### src/rtl/i2c_target_regfile.sv
// I2C target (responder) with an 8-bit-addressed register file.
// Oversamples SCL/SDA on clk_i, decodes START/STOP/bytes, ACKs DEV_ADDR and
// supports sub-addressed writes with auto-increment and combined reads.
// Optional build macro I2C_TGT_STATS_EN adds saturating write/NACK counters.
module i2c_target_regfile #(
  parameter logic [6:0]  DEV_ADDR   = 7'h39,
  parameter int unsigned NREGS      = 256,
  parameter int unsigned FILTER_LEN = 3,
  parameter logic [7:0]  RST_VAL    = 8'h00
) (
  input  logic        clk_i,
  input  logic        rst_i,
  input  logic        scl_i,
  input  logic        sda_i,
  output logic        sda_oe_o,
  output logic        wr_en_o,
  output logic [7:0]  wr_addr_o,
  output logic [7:0]  wr_data_o,
  input  logic [7:0]  rd_addr_i,
  output logic [7:0]  rd_data_o,
`ifdef I2C_TGT_STATS_EN
  output logic [15:0] wr_cnt_o,
  output logic [15:0] nack_cnt_o,
`endif
  output logic        busy_o
);

  localparam int unsigned AW = (NREGS > 1) ? $clog2(NREGS) : 1;
  localparam int unsigned CW = $clog2(FILTER_LEN + 1);
  localparam logic [7:0]  PTR_MASK = 8'(NREGS - 1);

  typedef enum logic [3:0] {
    StIdle, StAddr, StAddrAck, StSub, StSubAck, StWdata, StWack, StTx, StMack, StIgnore
  } state_e;

  // Index 0 = SCL, index 1 = SDA
  logic [1:0]    sync1_q, sync2_q, filt_q, filt_prev_q;
  logic [CW-1:0] cnt_q [2];

  logic scl_rise, scl_fall, sda_rise, sda_fall, sda_lvl;
  logic start, stop;

  state_e     state_q, state_d;
  logic [2:0] bit_cnt_q, bit_cnt_d;
  logic [7:0] shift_q, shift_d;
  logic [7:0] ptr_q, ptr_d;
  logic       rw_q, rw_d;
  logic       phase_q, phase_d;
  logic       sda_oe_q, sda_oe_d;
  logic       busy_q, busy_d;
  logic       wr_en_q, wr_en_d;
  logic [7:0] wr_addr_q, wr_addr_d;
  logic [7:0] wr_data_q, wr_data_d;
  logic       nack_evt;

  logic [7:0] mem_q [NREGS];
  logic [7:0] byte_in, ptr_data, ptr_inc;

  // Two-flop synchronizer plus per-line glitch filter; idle bus level is high
  always_ff @(posedge clk_i or posedge rst_i) begin
    if (rst_i) begin
      sync1_q     <= 2'b11;
      sync2_q     <= 2'b11;
      filt_q      <= 2'b11;
      filt_prev_q <= 2'b11;
      for (int i = 0; i < 2; i++) cnt_q[i] <= '0;
    end else begin
      sync1_q     <= {sda_i, scl_i};
      sync2_q     <= sync1_q;
      filt_prev_q <= filt_q;
      for (int i = 0; i < 2; i++) begin
        if (sync2_q[i] == filt_q[i]) begin
          cnt_q[i] <= '0;
        end else if (cnt_q[i] == CW'(FILTER_LEN - 1)) begin
          filt_q[i] <= sync2_q[i];
          cnt_q[i]  <= '0;
        end else begin
          cnt_q[i] <= cnt_q[i] + CW'(1);
        end
      end
    end
  end

  assign scl_rise = filt_q[0] & ~filt_prev_q[0];
  assign scl_fall = ~filt_q[0] & filt_prev_q[0];
  assign sda_rise = filt_q[1] & ~filt_prev_q[1];
  assign sda_fall = ~filt_q[1] & filt_prev_q[1];
  assign sda_lvl  = filt_q[1];
  assign start    = sda_fall & filt_q[0];
  assign stop     = sda_rise & filt_q[0];

  assign byte_in  = {shift_q[6:0], sda_lvl};
  assign ptr_data = mem_q[ptr_q[AW-1:0]];
  assign ptr_inc  = (ptr_q + 8'd1) & PTR_MASK;

  // Protocol state and output registers
  always_ff @(posedge clk_i or posedge rst_i) begin
    if (rst_i) begin
      state_q   <= StIdle;
      bit_cnt_q <= '0;
      shift_q   <= '0;
      ptr_q     <= '0;
      rw_q      <= 1'b0;
      phase_q   <= 1'b0;
      sda_oe_q  <= 1'b0;
      busy_q    <= 1'b0;
      wr_en_q   <= 1'b0;
      wr_addr_q <= '0;
      wr_data_q <= '0;
    end else begin
      state_q   <= state_d;
      bit_cnt_q <= bit_cnt_d;
      shift_q   <= shift_d;
      ptr_q     <= ptr_d;
      rw_q      <= rw_d;
      phase_q   <= phase_d;
      sda_oe_q  <= sda_oe_d;
      busy_q    <= busy_d;
      wr_en_q   <= wr_en_d;
      wr_addr_q <= wr_addr_d;
      wr_data_q <= wr_data_d;
    end
  end

  // Next-state logic; phase_q marks "ACK driven" in ACK states and
  // "master ACK seen" in StMack
  always_comb begin
    state_d   = state_q;
    bit_cnt_d = bit_cnt_q;
    shift_d   = shift_q;
    ptr_d     = ptr_q;
    rw_d      = rw_q;
    phase_d   = phase_q;
    sda_oe_d  = sda_oe_q;
    busy_d    = busy_q;
    wr_en_d   = 1'b0;
    wr_addr_d = wr_addr_q;
    wr_data_d = wr_data_q;
    nack_evt  = 1'b0;

    if (start) begin
      state_d   = StAddr;
      bit_cnt_d = '0;
      phase_d   = 1'b0;
      sda_oe_d  = 1'b0;
      busy_d    = 1'b1;
    end else if (stop) begin
      state_d   = StIdle;
      bit_cnt_d = '0;
      phase_d   = 1'b0;
      sda_oe_d  = 1'b0;
      busy_d    = 1'b0;
    end else begin
      unique case (state_q)
        StIdle, StIgnore: begin
        end
        StAddr: begin
          if (scl_rise) begin
            shift_d   = byte_in;
            bit_cnt_d = bit_cnt_q + 3'd1;
            if (bit_cnt_q == 3'd7) begin
              if (byte_in[7:1] == DEV_ADDR) begin
                rw_d    = byte_in[0];
                phase_d = 1'b0;
                state_d = StAddrAck;
              end else begin
                nack_evt = 1'b1;
                state_d  = StIgnore;
              end
            end
          end
        end
        StAddrAck: begin
          if (scl_fall) begin
            if (!phase_q) begin
              sda_oe_d = 1'b1;
              phase_d  = 1'b1;
            end else begin
              phase_d   = 1'b0;
              bit_cnt_d = '0;
              if (rw_q) begin
                // First data bit goes out on the same falling edge that ends the ACK
                shift_d  = ptr_data;
                sda_oe_d = ~ptr_data[7];
                state_d  = StTx;
              end else begin
                sda_oe_d = 1'b0;
                state_d  = StSub;
              end
            end
          end
        end
        StSub: begin
          if (scl_rise) begin
            shift_d   = byte_in;
            bit_cnt_d = bit_cnt_q + 3'd1;
            if (bit_cnt_q == 3'd7) begin
              ptr_d   = byte_in & PTR_MASK;
              phase_d = 1'b0;
              state_d = StSubAck;
            end
          end
        end
        StSubAck, StWack: begin
          if (scl_fall) begin
            if (!phase_q) begin
              sda_oe_d = 1'b1;
              phase_d  = 1'b1;
            end else begin
              sda_oe_d  = 1'b0;
              phase_d   = 1'b0;
              bit_cnt_d = '0;
              state_d   = StWdata;
            end
          end
        end
        StWdata: begin
          if (scl_rise) begin
            shift_d   = byte_in;
            bit_cnt_d = bit_cnt_q + 3'd1;
            if (bit_cnt_q == 3'd7) begin
              wr_en_d   = 1'b1;
              wr_addr_d = ptr_q;
              wr_data_d = byte_in;
              ptr_d     = ptr_inc;
              phase_d   = 1'b0;
              state_d   = StWack;
            end
          end
        end
        StTx: begin
          if (scl_rise) begin
            shift_d   = {shift_q[6:0], 1'b0};
            bit_cnt_d = bit_cnt_q + 3'd1;
            if (bit_cnt_q == 3'd7) begin
              ptr_d   = ptr_inc;
              phase_d = 1'b0;
              state_d = StMack;
            end
          end else if (scl_fall) begin
            sda_oe_d = ~shift_q[7];
          end
        end
        StMack: begin
          if (scl_fall) begin
            if (!phase_q) begin
              sda_oe_d = 1'b0;
            end else begin
              shift_d   = ptr_data;
              sda_oe_d  = ~ptr_data[7];
              bit_cnt_d = '0;
              phase_d   = 1'b0;
              state_d   = StTx;
            end
          end else if (scl_rise) begin
            if (sda_lvl) begin
              nack_evt = 1'b1;
              state_d  = StIgnore;
            end else begin
              phase_d = 1'b1;
            end
          end
        end
        default: state_d = StIdle;
      endcase
    end
  end

  // Register file; written one cycle after the strobe is issued so a peek at the
  // written address shows the old value while wr_en_o is high
  always_ff @(posedge clk_i or posedge rst_i) begin
    if (rst_i) begin
      for (int i = 0; i < NREGS; i++) mem_q[i] <= RST_VAL;
    end else if (wr_en_q) begin
      mem_q[wr_addr_q[AW-1:0]] <= wr_data_q;
    end
  end

  assign rd_data_o = mem_q[rd_addr_i[AW-1:0]];
  assign sda_oe_o  = sda_oe_q;
  assign wr_en_o   = wr_en_q;
  assign wr_addr_o = wr_addr_q;
  assign wr_data_o = wr_data_q;
  assign busy_o    = busy_q;

`ifdef I2C_TGT_STATS_EN
  logic [15:0] wr_cnt_q, nack_cnt_q;

  // Saturating event counters
  always_ff @(posedge clk_i or posedge rst_i) begin
    if (rst_i) begin
      wr_cnt_q   <= '0;
      nack_cnt_q <= '0;
    end else begin
      if (wr_en_q && (wr_cnt_q != 16'hFFFF)) wr_cnt_q <= wr_cnt_q + 16'd1;
      if (nack_evt && (nack_cnt_q != 16'hFFFF)) nack_cnt_q <= nack_cnt_q + 16'd1;
    end
  end

  assign wr_cnt_o   = wr_cnt_q;
  assign nack_cnt_o = nack_cnt_q;
`else
  logic unused_nack_evt;
  assign unused_nack_evt = nack_evt;
`endif

endmodule

### config.mk
export PLATFORM = sky130hd
export DESIGN_NAME = i2c_target_regfile
export DESIGN_NICKNAME = d
export VERILOG_FILES = /design/src/rtl/i2c_target_regfile.sv
export SDC_FILE = /design/constraint.sdc
export NUM_CORES = 2
export LEC_CHECK = 0
export ABC_CLOCK_PERIOD_IN_PS = 57900
export BUFFER_PORTS_ARGS = -buffer_cell sky130_fd_sc_hd__buf_2
export CORE_ASPECT_RATIO = 0.5
export CORE_UTILIZATION = 33
export DETAILED_ROUTE_END_ITERATION = 7
export HOLD_SLACK_MARGIN = 0.03
export PLACE_DENSITY = 0.5
export SYNTH_ARGS = -nofsm -noshare
export SYNTH_HDL_FRONTEND = slang
export SYNTH_SLANG_ARGS = --single-unit
### constraint.sdc
create_clock -name clk_i -period 57.9 [get_ports clk_i]
set_input_delay 0 -clock clk_i [delete_from_list [all_inputs] [get_ports clk_i]]
set_output_delay 0 -clock clk_i [all_outputs]
set_load 0.01 [all_outputs]
== Yosys cells after proc, flatten, opt, wreduce, memory -nomap -nowiden ==
Cells that the tools add are included.

* Register bits: 2104
* Latch bits: 0
* RAM bits: 0
* Memory bits (read-only): 0
* Input bits: 12
* Logic and storage cells: 463
* Memories: 0

* Add/subtract/negate cells: 4
* Multiply operators: 0
* Divide/modulo/power cells: 0
* Magnitude comparators: 4
* Equal/unequal tests: 53
* Shift-type cells: 0
* Multiplexer cells: 83
* Bitwise gates (word level): 19
* Reductions and logical operators: 26

{| class="wikitable"
|+ Operators with widths
! operator !! count
|-
| $bwmux 2048 || 1
|-
| $bmux 8 s8 || 2
|-
| $mux 8 || 16
|-
| $mux 4 || 19
|-
| $demux 8 s8 || 1
|-
| $ne 4x4->1 const B || 16
|-
| $pmux 4 s8 || 1
|-
| $pmux 8 s4 || 1
|-
| $mux 1 || 28
|-
| $ge 9x9->1 const B || 3
|-
| $not 8->9 || 3
|-
| $ne 4x1->1 const B || 6
|-
| $ne 5x5->1 const B || 4
|-
| $mux 3 || 6
|-
| $eq 4x3->1 const B || 4
|-
| $ne 2x2->1 const B || 8
|-
| $pmux 8 s2 || 1
|-
| $reduce_and 16->1 || 1
|-
| $reduce_and 6->1 || 2
|-
| $reduce_bool 6->1 || 2
|-
| $not 1->1 || 10
|-
| $reduce_and 10->1 || 1
|-
| $lt 9x1->1 const B || 1
|-
| $reduce_and 9->1 || 1
|-
| other kinds (27) || 51
|}

== Logic depth before layout (Yosys ltp) ==
* Depth after elaboration: 11
* Mapped depth: 13
* Depth with buffers taken out: 9

== Worst setup path before layout ==
Ideal clock, no wire load.

* Path type: register to register
* Start point: register ptr_q[0]
* End point: register shift_q[6]
* Setup time: 0.136 ns
* Arrival: 2.644 ns
* Data required time: 57.764 ns
* Path slack: 55.120 ns
* Stages on the path, launching flop included: 10
* Clock period less this slack: 2.780 ns
* Path through: dfrtp_1 buf_4 buf_6 buf_6 buf_2 mux4_2 mux4_2 mux2_2 o2111ai_1 o211ai_1

* Word-level cells in the longest chain between the ends: 8

{| class="wikitable"
|+ Ends and longest elaborated chain
! element !! line !! RTL
|-
| start: declaration || 46 || <nowiki>logic [7:0] ptr_q, ptr_d;</nowiki>
|-
| start signal: assignment || 114 || <nowiki>ptr_q <= ptr_d;</nowiki>
|-
| $not 8->9 (not written as such) * || 93 || <nowiki>assign ptr_data = mem_q[ptr_q[AW-1:0]];</nowiki>
|-
| $bmux 8 s8 * || 93 ||
|-
| $mux 8 (not written as such) * (2 in series) || 93 ||
|-
| $mux 8 || 181 || <nowiki>if (rw_q) begin</nowiki>
|-
| $mux 8 || 175 || <nowiki>if (!phase_q) begin</nowiki>
|-
| $mux 8 || 174 || <nowiki>if (scl_fall) begin</nowiki>
|-
| $pmux 8 s4 * || 154 || <nowiki>unique case (state_q)</nowiki>
|-
| end signal: assignment || 113 || <nowiki>shift_q <= shift_d;</nowiki>
|-
| end: declaration || 45 || <nowiki>logic [7:0] shift_q, shift_d;</nowiki>
|}

Every way passes the cells marked *; elsewhere a longest branch is shown, timed or not. The select of a mux whose other input is x is not followed.
A chain may end at the register's enable or synchronous reset.

== Final worst setup path ==
* Start point: register ptr_q[0]
* End point: register shift_q[5]

The elaborated chain is that of the path after synthesis.

==> results_dict.tcl <==
set metrics [dict create \
    synthArstFlopShare_pct 100 \
    yosysWarnings 0 \
    overflow 0 \
    clock-sinks 2104 \
    max-vdd-ir-drop_v 0.0000240 \
    die_w_microns 825 \
    core-area_sq_um 336000 \
    wl_per_cell_microns 34.4 \
    hold_viol_final 0 \
    power.density_nw_per_um2 24.9 \
    h-tree-depth 4 \
    outcome "complete, no violations" \
    grt_pass1_vias 68200 \
    place_area_sq_um 117000 \
    cp_data_required_time_ns 58.65 \
    grt_pass1_wl_mm 563 \
    synth_top_family_by_area "multiplexers" \
    leakage_nw 54.1 \
    antenna_left 0 \
    period_needed_ns 6.47 \
    synth.most_common_cell "dfrtp_1" \
    hold_path_class "input pin to flop" \
    synth_area_sq_um 112000 \
    slew_viol_final 0 \
    drc 0 \
    vias 68300 \
    antenna_found_initial 39 \
    cts_root_buffer "clkbuf_16" \
    drt_iter0_drc 6401 \
    routed_wl_mm 394 \
    startpoint_type "flop" \
    synth_compound_area_share_pct 1.60 \
    synthMuxAreaShare_pct 46.7 \
    dr.pass1.iters 8 \
    setup_violations 0 \
    yosys_register_bits 2104 \
    viasPerCell 5.97 \
    avgSynthCellArea_sq_um 16.2 \
    crit_fanout 35 \
    timing.hold.ws_ns 0.290 \
    place_congestion 0.877 \
    area_growth_pct 11.2 \
    cts_tree "done" \
    hpwl_mm 259 \
    ctsLongestPathBuffers 4 \
    fin_area_sq_um 124000 \
    cts_setup_buffers 0 \
    cts_buffers 224 \
    rows 150 \
    cts_hold_repair.buffers 6 \
    worstPathArrival_ns 7.22 \
    fp.dieH_microns 414 \
    cp-end-kind "flop" \
    place_ws_ns 51.32 \
    syn_inst 6905 \
    setup_tns_ns 0 \
    synth.distinct_cells 63 \
    slew_headroom_pct 3.81 \
    synth_common_cells "dfrtp_1, mux2_2, mux4_2" \
    layout_setup_ws_ns 51.43 \
    crit_type "flop to flop" \
    drive_above_1_share_pct 57.5 \
    synthFlopType "dfrtp_1" \
    initial_utilization_pct 33.3 \
    timing.final.crit_share_pct 11.2 \
    synth-edff-count 0 \
    synth_fa_ha_area_share_pct 0.0560 \
    worst_clock_skew_ns 0.0393 \
    synth.net_count 6922 \
    synth-seq-area-share_pct 47.1 \
    synth_largest_area_cell "dfrtp_1" \
    drv_cap 0 \
    synthSimpleGateAreaFrac_pct 2.04 \
    netlist.area_leader.share_pct 46.9 \
    clk_pin_slew_ns 0.07 \
    fmax_ghz 0.155 \
    nNetsFinal 6802 \
    grt_max_degree 149 \
    grt_usage_pct 23.0 \
    cts_resized 0 \
    clock_latency_ns 0.93 \
    ios 39 \
    ys_top_cells_by_area "dfrtp_1, mux4_2, mux2_2" \
    design.die.area_sq_um 341000 \
    rsz0062_at_grt "no" \
    synth_xor_area_share_pct 0.0392 \
    tightestPinTransition_ns 1.44 \
    io_buffers 38 \
]
[flip-flops by register name (all words and copies together) (netlist names), 2 cells and up]
register     flops
bit_cnt_q        3
wr_addr_o        8
shift_q          8
ptr_q            8
filt_prev_q      2
cnt_q            4
mem_q         2048
filt_q           2
sync1_q          2
wr_data_o        8
sync2_q          2
state_q          4
[worst max-delay path: stages (launching register included)]
cell	delay [ns]
dfrtp_4	0.98
buf_4	0.70
buf_4	0.72
buf_4	0.68
buf_4	0.70
mux4_2	0.59
a22o_1	0.26
a221oi_1	0.63
o22ai_1	0.16
o21ai_0	0.53
a31oi_1	0.17
[power by group]
group	switching (mW)	leakage (nW)	internal, mW
combinational	0.0888	21.1	0.0348
sequential	0.0143	29.3	1.48
clock	0.640	3.63	0.838
[worst paths after layout]
path / start / end / slack [ns] / depth (start not counted)
setup reg to reg: ptr_q[0]$_DFFE_PP0P_ / shift_q[5]$_DFFE_PP0P_ / 51.43 / 10
hold reg to reg: sync1_q[1]$_DFF_PP1_ / sync2_q[1]$_DFF_PP1_ / 0.35 / 0
hold / removal: sda_i / sync1_q[1]$_DFF_PP1_ / 0.29 / 3
setup / recovery: ptr_q[0]$_DFFE_PP0P_ / shift_q[5]$_DFFE_PP0P_ / 51.43 / 10
min in group asynchronous: rst_i / mem_q[884]$_DFFE_PP0P_ / 0.36 / 4
max in group asynchronous: rst_i / mem_q[1568]$_DFFE_PP0P_ / 51.67 / 11
[placed cells by master (no fill, tap or decap), types with 11 or more instances in the layout]
cell type,Yosys,final
a22oi_1,30,30
dfrtp_4,0,13
buf_2,95,33
clkinv_2,0,38
a221oi_1,28,28
nand2_1,149,137
a31oi_1,11,11
o21ai_0,40,39
nor2_1,245,239
clkbuf_1,417,49
dfrtp_1,2096,2082
mux4_2,1258,1258
nor2b_1,25,21
mux2i_1,53,53
clkbuf_8,0,66
mux2_2,2076,2076
nor3_1,26,25
nand2_2,0,12
buf_4,35,216
a21oi_1,38,38
a22o_1,31,31
nand2b_1,15,15
nand3_1,18,18
o211ai_1,13,13
o22ai_1,20,20
clkbuf_16,0,228
[through the flow]
stage | total power [mW] | util, % | instances
after floorplan | 1.60 | - | 6905
after global placement | 1.64 | 34.8 | 11000
after detailed placement | 1.64 | 34.8 | 11000
after CTS | 3.13 | 37.0 | 11400
after global routing | 3.19 | 37.0 | 11400
final | 3.09 | 37.0 | 11400
[cells by family after synthesis]
family | count (synthesis)
and+or+nand+nor | 527
buffers and inverters | 624
DFF | 2104
muxes | 3387
xor gates and xnor gates | 5
adders and majority gates | 5
AOI/OAI and AO/OA | 253
[per-layer routing]
metal | part of all wire [%] | global-route usage [%]
met5 | 0.047 | 0
met4 | 2.9 | 6.12
met3 | 7.1 | 5.08
met2 | 44 | 34.3
met1 | 46 | 34.0
[layout make-up]
class                   instances  area [sq um]
diodes                          9          22.5
fillers                     31600        211000
inverters                      10          41.3
multi-input cells            4177         56500
repair buffers                268          2090
clock inverters                53           519
clock buffers                 342          6780
flip-flops and latches       2104         52700
well taps                    4484          5610
Power figures use the tool's default switching activity.
